**src/rtl/core_crossbar_n_pkg.sv**
```systemverilog
// Shared types and default region map for core_crossbar_n.
// XBAR_TIMEOUT_EN (see core_crossbar_n) enables the BUSY timeout.
package XbarStruct;

  typedef enum logic [1:0] {
    IDLE = 2'd0,
    BUSY = 2'd1,
    DONE = 2'd2
  } xbar_state_e;

  typedef enum logic {
    OP_READ  = 1'b0,
    OP_WRITE = 1'b1
  } xbar_op_e;

  localparam int DEFAULT_NUM_TARGETS = 4;
  localparam int DEFAULT_ADDR_WIDTH  = 64;

  // Entry 0 = DRAM, entry 1 = MMIO, the rest unmapped (all-ones base and mask).
  localparam logic [DEFAULT_NUM_TARGETS*DEFAULT_ADDR_WIDTH-1:0] DEFAULT_BASE = {
    64'hFFFF_FFFF_FFFF_FFFF,
    64'hFFFF_FFFF_FFFF_FFFF,
    64'h0000_0000_0200_0000,
    64'h0000_0000_8000_0000
  };

  localparam logic [DEFAULT_NUM_TARGETS*DEFAULT_ADDR_WIDTH-1:0] DEFAULT_MASK = {
    64'hFFFF_FFFF_FFFF_FFFF,
    64'hFFFF_FFFF_FFFF_FFFF,
    64'hFFFF_FFFF_FFFF_0000,
    64'hFFFF_FFFF_8000_0000
  };

endpackage

```
**src/rtl/core_crossbar_n_decoder.sv**
```systemverilog
// Combinational address-to-target decoder; lowest matching region wins.
module addr_region_decoder #(
  parameter int ADDR_WIDTH  = 64,
  parameter int NUM_TARGETS = 4,
  parameter int IDX_W       = $clog2(NUM_TARGETS),
  parameter logic [NUM_TARGETS*ADDR_WIDTH-1:0] REGION_BASE = '0,
  parameter logic [NUM_TARGETS*ADDR_WIDTH-1:0] REGION_MASK = '0
) (
  input  logic [ADDR_WIDTH-1:0] addr,
  output logic                  hit,
  output logic [IDX_W-1:0]      idx
);

  logic [NUM_TARGETS-1:0] match;

  for (genvar g = 0; g < NUM_TARGETS; g++) begin : g_match
    assign match[g] = ((addr & REGION_MASK[g*ADDR_WIDTH +: ADDR_WIDTH])
                       == REGION_BASE[g*ADDR_WIDTH +: ADDR_WIDTH]);
  end

  // Scan from the top so the lowest index is the last (winning) assignment.
  always_comb begin
    hit = 1'b0;
    idx = '0;
    for (int i = NUM_TARGETS - 1; i >= 0; i--) begin
      if (match[i]) begin
        hit = 1'b1;
        idx = IDX_W'(i);
      end
    end
  end

endmodule

```
**src/rtl/core_crossbar_n.sv**
```systemverilog
// Single-master, N-target request crossbar with IDLE/BUSY/DONE handshake.
// Define XBAR_TIMEOUT_EN to abort BUSY after TIMEOUT_CYCLES stalled cycles.
module core_crossbar_n
  import XbarStruct::*;
#(
  parameter int ADDR_WIDTH     = 64,
  parameter int DATA_WIDTH     = 64,
  parameter int NUM_TARGETS    = 4,
  parameter logic [NUM_TARGETS*ADDR_WIDTH-1:0] REGION_BASE = XbarStruct::DEFAULT_BASE,
  parameter logic [NUM_TARGETS*ADDR_WIDTH-1:0] REGION_MASK = XbarStruct::DEFAULT_MASK,
  parameter int TIMEOUT_CYCLES = 1024
) (
  input  logic                              clk,
  input  logic                              rstn,
  input  logic                              wen_cpu,
  input  logic                              ren_cpu,
  input  logic [ADDR_WIDTH-1:0]             address_cpu,
  input  logic [DATA_WIDTH-1:0]             wdata_cpu,
  input  logic [DATA_WIDTH/8-1:0]           wmask_cpu,
  output logic [DATA_WIDTH-1:0]             rdata_cpu,
  output logic                              mem_stall,
  output logic                              access_fault,
  output logic [NUM_TARGETS-1:0]            wen_tgt,
  output logic [NUM_TARGETS-1:0]            ren_tgt,
  output logic [ADDR_WIDTH-1:0]             addr_tgt,
  output logic [DATA_WIDTH-1:0]             wdata_tgt,
  output logic [DATA_WIDTH/8-1:0]           wmask_tgt,
  input  logic [NUM_TARGETS*DATA_WIDTH-1:0] rdata_tgt,
  input  logic [NUM_TARGETS-1:0]            stall_tgt
);

  localparam int IDX_W = $clog2(NUM_TARGETS);
  localparam int MW    = DATA_WIDTH / 8;

  xbar_state_e            state_q, state_d;
  xbar_op_e               op_q, op_d;
  logic [IDX_W-1:0]       idx_q, idx_d;
  logic [ADDR_WIDTH-1:0]  addr_q, addr_d;
  logic [DATA_WIDTH-1:0]  wdata_q, wdata_d;
  logic [MW-1:0]          wmask_q, wmask_d;
  logic [DATA_WIDTH-1:0]  rdata_q, rdata_d;
  logic                   fault_q, fault_d;

  logic                   dec_hit;
  logic [IDX_W-1:0]       dec_idx;
  logic [DATA_WIDTH-1:0]  rdata_sel;
  logic                   stall_sel;

  addr_region_decoder #(
    .ADDR_WIDTH  (ADDR_WIDTH),
    .NUM_TARGETS (NUM_TARGETS),
    .IDX_W       (IDX_W),
    .REGION_BASE (REGION_BASE),
    .REGION_MASK (REGION_MASK)
  ) u_dec (
    .addr (address_cpu),
    .hit  (dec_hit),
    .idx  (dec_idx)
  );

  // Only the latched target's response is ever looked at.
  always_comb begin
    rdata_sel = '0;
    stall_sel = 1'b0;
    for (int i = 0; i < NUM_TARGETS; i++) begin
      if (idx_q == IDX_W'(i)) begin
        rdata_sel = rdata_tgt[i*DATA_WIDTH +: DATA_WIDTH];
        stall_sel = stall_tgt[i];
      end
    end
  end

`ifdef XBAR_TIMEOUT_EN
  localparam int CNT_W = $clog2(TIMEOUT_CYCLES + 1);
  logic [CNT_W-1:0] cnt_q, cnt_d;
`endif

  always_comb begin
    state_d   = state_q;
    op_d      = op_q;
    idx_d     = idx_q;
    addr_d    = addr_q;
    wdata_d   = wdata_q;
    wmask_d   = wmask_q;
    rdata_d   = rdata_q;
    fault_d   = fault_q;
    mem_stall = 1'b0;
    wen_tgt   = '0;
    ren_tgt   = '0;
`ifdef XBAR_TIMEOUT_EN
    cnt_d     = cnt_q;
`endif
    case (state_q)
      IDLE: begin
        mem_stall = wen_cpu | ren_cpu;
        if (wen_cpu || ren_cpu) begin
          if ((wen_cpu && ren_cpu) || !dec_hit) begin
            state_d = DONE;
            fault_d = 1'b1;
            rdata_d = '0;
          end else begin
            state_d = BUSY;
            op_d    = wen_cpu ? OP_WRITE : OP_READ;
            idx_d   = dec_idx;
            addr_d  = address_cpu;
            wdata_d = wdata_cpu;
            wmask_d = wmask_cpu;
`ifdef XBAR_TIMEOUT_EN
            cnt_d   = '0;
`endif
          end
        end
      end
      BUSY: begin
        mem_stall = 1'b1;
        for (int i = 0; i < NUM_TARGETS; i++) begin
          if (idx_q == IDX_W'(i)) begin
            wen_tgt[i] = (op_q == OP_WRITE);
            ren_tgt[i] = (op_q == OP_READ);
          end
        end
        if (!stall_sel) begin
          state_d = DONE;
          fault_d = 1'b0;
          rdata_d = (op_q == OP_READ) ? rdata_sel : '0;
        end
`ifdef XBAR_TIMEOUT_EN
        // cnt_q counts completed BUSY cycles; this is the TIMEOUT_CYCLES-th one.
        else if (cnt_q == CNT_W'(TIMEOUT_CYCLES - 1)) begin
          state_d = DONE;
          fault_d = 1'b1;
          rdata_d = '0;
        end else begin
          cnt_d = cnt_q + 1'b1;
        end
`endif
      end
      DONE:    state_d = IDLE;
      default: state_d = IDLE;
    endcase
  end

  always_ff @(posedge clk or negedge rstn) begin
    if (!rstn) begin
      state_q <= IDLE;
      op_q    <= OP_READ;
      idx_q   <= '0;
      addr_q  <= '0;
      wdata_q <= '0;
      wmask_q <= '0;
      rdata_q <= '0;
      fault_q <= 1'b0;
`ifdef XBAR_TIMEOUT_EN
      cnt_q   <= '0;
`endif
    end else begin
      state_q <= state_d;
      op_q    <= op_d;
      idx_q   <= idx_d;
      addr_q  <= addr_d;
      wdata_q <= wdata_d;
      wmask_q <= wmask_d;
      rdata_q <= rdata_d;
      fault_q <= fault_d;
`ifdef XBAR_TIMEOUT_EN
      cnt_q   <= cnt_d;
`endif
    end
  end

  assign rdata_cpu    = rdata_q;
  assign access_fault = fault_q;
  assign addr_tgt     = addr_q;
  assign wdata_tgt    = wdata_q;
  assign wmask_tgt    = wmask_q;

endmodule

```
**config.mk**
```make
export PLATFORM = sky130hd
export DESIGN_NAME = core_crossbar_n
export DESIGN_NICKNAME = d
export VERILOG_FILES = /design/src/rtl/core_crossbar_n_pkg.sv /design/src/rtl/core_crossbar_n_decoder.sv /design/src/rtl/core_crossbar_n.sv
export SDC_FILE = /design/constraint.sdc
export NUM_CORES = 1
export LEC_CHECK = 0
export ABC_AREA = 1
export BUFFER_PORTS_ARGS = -buffer_cell sky130_fd_sc_hd__clkbuf_2
export CAP_MARGIN = 30
export CORE_AREA = 3 3 234 236
export DETAILED_ROUTE_END_ITERATION = 10
export DIE_AREA = 0 0 237 239
export PLACE_DENSITY_LB_ADDON = 0.12
export SYNTH_ARGS = -nofsm -noshare
export SYNTH_HDL_FRONTEND = slang
export SYNTH_SLANG_ARGS = --single-unit
export TNS_END_PERCENT = 1
```
**constraint.sdc**
```tcl
create_clock -name clk -period 2.4 [get_ports clk]
set_clock_uncertainty 0.1 [all_clocks]
set_input_delay 0.24 -clock clk [delete_from_list [all_inputs] [get_ports clk]]
set_output_delay 0.24 -clock clk [all_outputs]
set_load 0.1 [all_outputs]
```
# ---- Word level (Yosys, flattened, before mapping)
# Index checks and enable logic that the tools add are counted.
dict set report totals {
  reg_bits 206
  inputBits 400
  output_inout_bits 210
}
dict set report op_classes {
  n_eq_ne 10
  mux 39
  n_bitwise 3
  n_reduce_logical 10
}
# op n
set ops {}
lappend ops {{two-way mux 64 bit} 8}
lappend ops {{case mux 64 bit (2 select lines)} 1}
lappend ops {{equality test 64 bit (second input constant)} 1}
lappend ops {{equality test 48 x 10 -> 1 bit (second input constant)} 1}
lappend ops {{equality test 33 x 1 -> 1 bit (second input constant)} 1}
lappend ops {{two-way mux 1 bit} 19}
lappend ops {{two-way mux 2 bit} 6}
lappend ops {{two-way mux 4 bit} 2}
lappend ops {{!= test 2 bit (second input constant)} 3}
lappend ops {{equality test 2 x 1 -> 1 bit (second input constant)} 2}
lappend ops {{equality test 2 bit (second input constant)} 2}
lappend ops {{logical NOT 2 bit} 2}
lappend ops {{case mux 1 bit (2 select lines)} 2}
lappend ops {{case mux 2 bit (2 select lines)} 1}
lappend ops {{AND reduction 4 bit} 1}
lappend ops {{AND reduction 3 bit} 1}
lappend ops {{logical OR 1 bit} 2}
lappend ops {{inverter 1 bit} 2}
lappend ops {{AND reduction 2 bit} 1}
lappend ops {{nonzero test 2 bit} 1}
lappend ops {{logical AND 1 bit} 1}
lappend ops {{logical NOT 1 bit} 1}
lappend ops {{OR 1 bit} 1}

# ---- Depth between registers and ports, before layout
dict set report depth {
  depth_word 9
  ltp_mapped 14
}

# ---- Hierarchy
# A second synthesis with hierarchy kept.
dict set report hier_totals {
  hier_cells 1562
  area_unflattened_um2 11034.3
}
# module n_inst cells_each area_each_um2
set by_module_without_submodules {}
lappend by_module_without_submodules {core_crossbar_n 1 1447 10556.4}
lappend by_module_without_submodules {addr_region_decoder 1 115 478.0}

# ---- Worst setup path before layout
# OpenSTA, ideal clock, no wires.
dict set report synth_timing {
  kind {register to register}
  from {register state_q[0]}
  to {register rdata_q[24] (netlist: rdata_cpu[24])}
  setup_time_ns 0.122
  arrival_time_ns 2.653
  required_time_ns 2.178
  setup_slack_ns -0.475
  stages_incl_launch_ff 10
  n_path_buf 2
  path_cell_list {dfrtp_1 inv_1 a21oi_1 nand2_1 inv_2 nand2_2 buf_6 buf_4 nand2_1 nand2_1}
}
dict set report synth_via {
  elab_chain_len 3
  word_cells_on_any_way 8
}
# element line
set synth_rtl {}
lappend synth_rtl {{start, declared} core_crossbar_n.sv:35} ;# xbar_state_e state_q, state_d;
lappend synth_rtl {{start signal, assigned} core_crossbar_n.sv:157} ;# state_q <= state_d;
lappend synth_rtl {{equality test 2 x 1 -> 1 bit / logical NOT 2 bit (equally long branches)} core_crossbar_n.sv:93} ;# case (state_q)
lappend synth_rtl {{!= test 2 bit (no source line) / nonzero test 2 bit (equally long branches)} --}
lappend synth_rtl {{AND reduction 4 bit (no source line)} --}
lappend synth_rtl {{end signal, assigned} core_crossbar_n.sv:163} ;# rdata_q <= rdata_d;
lappend synth_rtl {{end, declared} core_crossbar_n.sv:41} ;# logic [DATA_WIDTH-1:0] rdata_q, rdata_d;
# Parallel ways exist; a longest one is shown, timed or not.
# A chain may end at the register's enable or synchronous reset.

# ---- Final worst setup path
dict set report layout_timing {
  from {register state_q[0]}
  to {output port ren_tgt[3]}
}
dict set report layout_via {
  elab_chain_len 2
}
# element line
set layout_rtl {}
lappend layout_rtl {{equality test 2 x 1 -> 1 bit} core_crossbar_n.sv:93}
lappend layout_rtl {{two-way mux 4 bit} core_crossbar_n.sv:93}
lappend layout_rtl {{end, declared} core_crossbar_n.sv:24} ;# output logic [NUM_TARGETS-1:0] ren_tgt,
# No other way between the ends.

==> summary.txt <==
Setup path
  – R2r setup slk: 0.24 ns
  – Crit-path leading delay family: buffers and inverters
  – Critical-path cell list: inv_1 -> nor2_4 -> inv_1 -> nor2_4 -> nand3_1 -> inv_2 -> buf_12 -> buf_12
  – Maximum fanout along the worst path: 16
  – Critical R2R Launch: state_q[1]
  – Worst r2r dst: op_q
  – CP Data Arrival Time: 2.00 ns
  – CP max stage cell: dfrtp_1
  – WP buf/inv: 5
  – Crit end category: output port
  – CP Class: flop to output port
  – Largest stage delay on the critical path: 0.38 ns
  – Cells on worst reg2reg path: 5
  – Crit start category: flop
  – Required time worst endpoint: 2.06 ns

Power and ir drop
  – NetSw: 0.00220 W
  – Internal: 0.00641 W
  – Reg power frac: 40.4%
  – Sw Ratio: 25.6%
  – Peak VDD IR: 0.412 mV
  – Combinational share of power: 13.6%
  – Leakage: 9.86 nW
  – Tot Pwr: 0.00862 W
  – Clock group share of total power: 45.9%
  – Power density over the cells: 483 nW/um^2

Timing
  – Final setup vio count: 0
  – Hold Vio Cnt, Final: 0
  – Tcrit/Tclk final: 97.3%
  – Final setup margin: 0.0648 ns
  – RSZ-0062 raised after global routing: true
  – Peak Freq: 428 MHz
  – Slew margin rel.: 57.1%
  – Fin crit period: 2.34 ns
  – Max-slew violation count: 0
  – Worst slew pin tran: 0.646 ns

Routing
  – DR WL/cell: 18.9 um
  – Vias per cell: 4.53
  – Via count: 13164
  – Initial DRC count: 569
  – Final ANT Viol Nets: 0
  – Drt total wl: 54800 um
  – Remaining routing DRC violations: 0
  – Router iterations before antenna repair: 5

Synthesis
  – Synth Warn #: 0
  – Synth Area in Simple Gates: 33.5%
  – Synth Instances: 1428
  – Sequential area share after synthesis: 47.4%
  – Mux contribution to synthesized area: 0%
  – Compound-gate portion of the synthesized area: 11.1%
  – Synthesized area: 10900 um^2
  – Adder-Cell Fraction of Synth Area: 0%
  – Syn nets: 1828
  – Largest family of logic cells by synthesized area: simple AND/OR/NAND/NOR gates
  – Average size of a mapped cell: 7.61 um^2
  – Yosys reg bits: 206
  – XOR/XNOR Fraction of Synth Area: 0%
  – Synth cell types: 24

Global route
  – Number of global-route vias before repair: 13550
  – First-pass GRT wire length: 81800 um
  – Tot GR Track Use: 18.2%
  – Initial antenna violation count: 4
  – Pin count of the biggest net entering global routing: 117
  – Total grt overflow: 0

Finish
  – Register Area: 5160 um^2
  – Commonest non-fill, non-tap cells in the layout: clkbuf_2, nand2_1, dlygate4sd3_1, dfrtp_1, nand4_1
  – Layout cell share with drive strength beyond 1: 31.9%
  – Area of the multi-input gates: 4900 um^2
  – Nets@finish: 2599
  – Commonest non-fill, non-tap cell in the layout: clkbuf_2
  – Design area: 17800 um^2
  – Area delta synth->final: 64.1%
  – N_diodes: 0
  – Fillers: 5651

Clocking
  – TritonCTS clock tree: built
  – Clk slew on worst S/H paths: 0.06 ns
  – Clk buf depth: 3
  – Clock Root Buffer: clkbuf_16
  – Total setup buffers inserted after CTS: 0
  – Clock sink count: 206
  – Worst skew pair latency: 0.55 ns
  – Cts bufs inserted: 27
  – CTS H-tree depth: 1

Floorplan
  – Die Wd: 237 um
  – Die Area: 56600 um^2
  – Core Box Area: 52700 um^2
  – Die Span Y: 239 um
  – # rows: 84
  – Initial core utilization: 20.7%
  – IO Count: 610

Placement
  – Setup slack after placement: -0.0483 ns
  – PortBufs: 609
  – Routability cong.: 0.843
  – Post-DP HPWL: 39500 um
  – DP Area: 14800 um^2

Worst hold path
  – Hold_sp: rdata_tgt[102]
  – Hold path endpoint: rdata_cpu[38]
  – Hold path depth: 5
  – Min-Delay Path Class: primary input to flop

Outcome
  – Status: completed

Run
  – Max-Cap Viols: 0
## stage by stage
| step | hold WS [ns] | instances | TNS (ns) | utilization, % |
|---|---|---|---|---|
| floorplan | -0.156 | 1428 | -1.51 | - |
| detailed placement | 0.0927 | 2642 | -0.117 | 28.1 |
| CTS | 0.0000223 | 2903 | -0.0183 | 33.8 |
| finish | 0.0306 | 2904 | 0 | 33.9 |
| global route | 0.0368 | 2904 | -0.111 | 33.9 |
| global placement | 0.0912 | 2642 | -0.0697 | 28.1 |
## power groups by stage
stage               registers (W)  clock network [W]  logic, W
finish                    0.00349            0.00396   0.00117
global route              0.00348            0.00425   0.00128
CTS                       0.00348            0.00413   0.00119
detailed placement        0.00355                  0  0.000896
global placement          0.00355                  0  0.000895
floorplan                 0.00357                  0  0.000282
## what timing repair did
| item | CTS | global route |
|---|---|---|
| gates cloned | 0 | 1 |
| setup endpoints to repair | 7 | 136 |
| pin swaps | 0 | 0 |
| endpoints found under the hold margin | 367 | 0 |
| hold buffers | 215 | 0 |
| gates resized for setup | 3 | 8 |
## tightest hold or removal path, stage by stage
cell,delay (ns)
clkbuf_2,0.08
nor2_1,0.10
o31ai_1,0.09
nand3_1,0.08
nand2_1,0.06
## area by class of cell
type	instances	area share, %
multi-input combinational	1040	27.5
timing repair buffer	863	32.7
inverter	61	1.33
clock buffer	42	4.49
tap	688	4.82
clock inverter	4	0.287
sequential	206	28.9
## Yosys cell counts
library cell  number  share of area (%)
o21ai_1           21               0.97
nand4_1          148                8.5
nor2_1           125                4.3
inv_1             56                1.9
o211ai_1          34                2.3
o22ai_1           31                1.8
o31ai_1           30                2.1
clkbuf_1          62                2.1
buf_2             31                1.4
nor2_2             2               0.12
buf_1              5               0.17
nand2_1          490                 17
nand3_1           70                3.2
nand2_2            1              0.058
nand3_2            2               0.18
nand4_2            1               0.12
o21ai_0           82                3.8
dfrtp_1          206                 47
nor2_4             1               0.10
inv_2              5               0.17
buf_4              8               0.55
a21oi_1            1              0.046
buf_6             15                1.6
o211ai_2           1               0.12
## cell families (layout without fill, tap and decap cells)
kind of cell	after synthesis	count (layout)
simple gates	840	840
flops	206	206
compound gates	200	200
buf+inv	182	970
## worst max-delay path by stage
stage	from	end	slack, ns	cells after the start
3_3_place_gp	address_cpu[1]	addr_tgt[7]	-0.02	13
4_1_cts	state_q[0]	ren_tgt[3]	-0.02	8
6_report	state_q[0]	ren_tgt[3]	0.06	8
2_1_floorplan	state_q[1]	ren_tgt[0]	-0.38	6
3_5_place_dp	address_cpu[1]	addr_tgt[7]	-0.05	13
5_1_grt	state_q[0]	ren_tgt[3]	-0.09	8
## per-layer routing
layer	global-route usage, %	wire, um	vias up	part of all wire [%]
li1	-	-	6374	-
met1	22.4	22400	6226	41
met2	31.4	26500	472	48
met3	5.15	4400	84	8.0
met4	5.00	1490	8	2.7
met5	0	50	-	0.091
## sequential cells by signal, indices dropped and copies added, names as in the netlist
register      cells
access_fault      1
addr_tgt         64
idx_q             2
op_q              1
rdata_cpu        64
state_q           2
wdata_tgt        64
wmask_tgt         8
(Power assumes the default switching activity.)
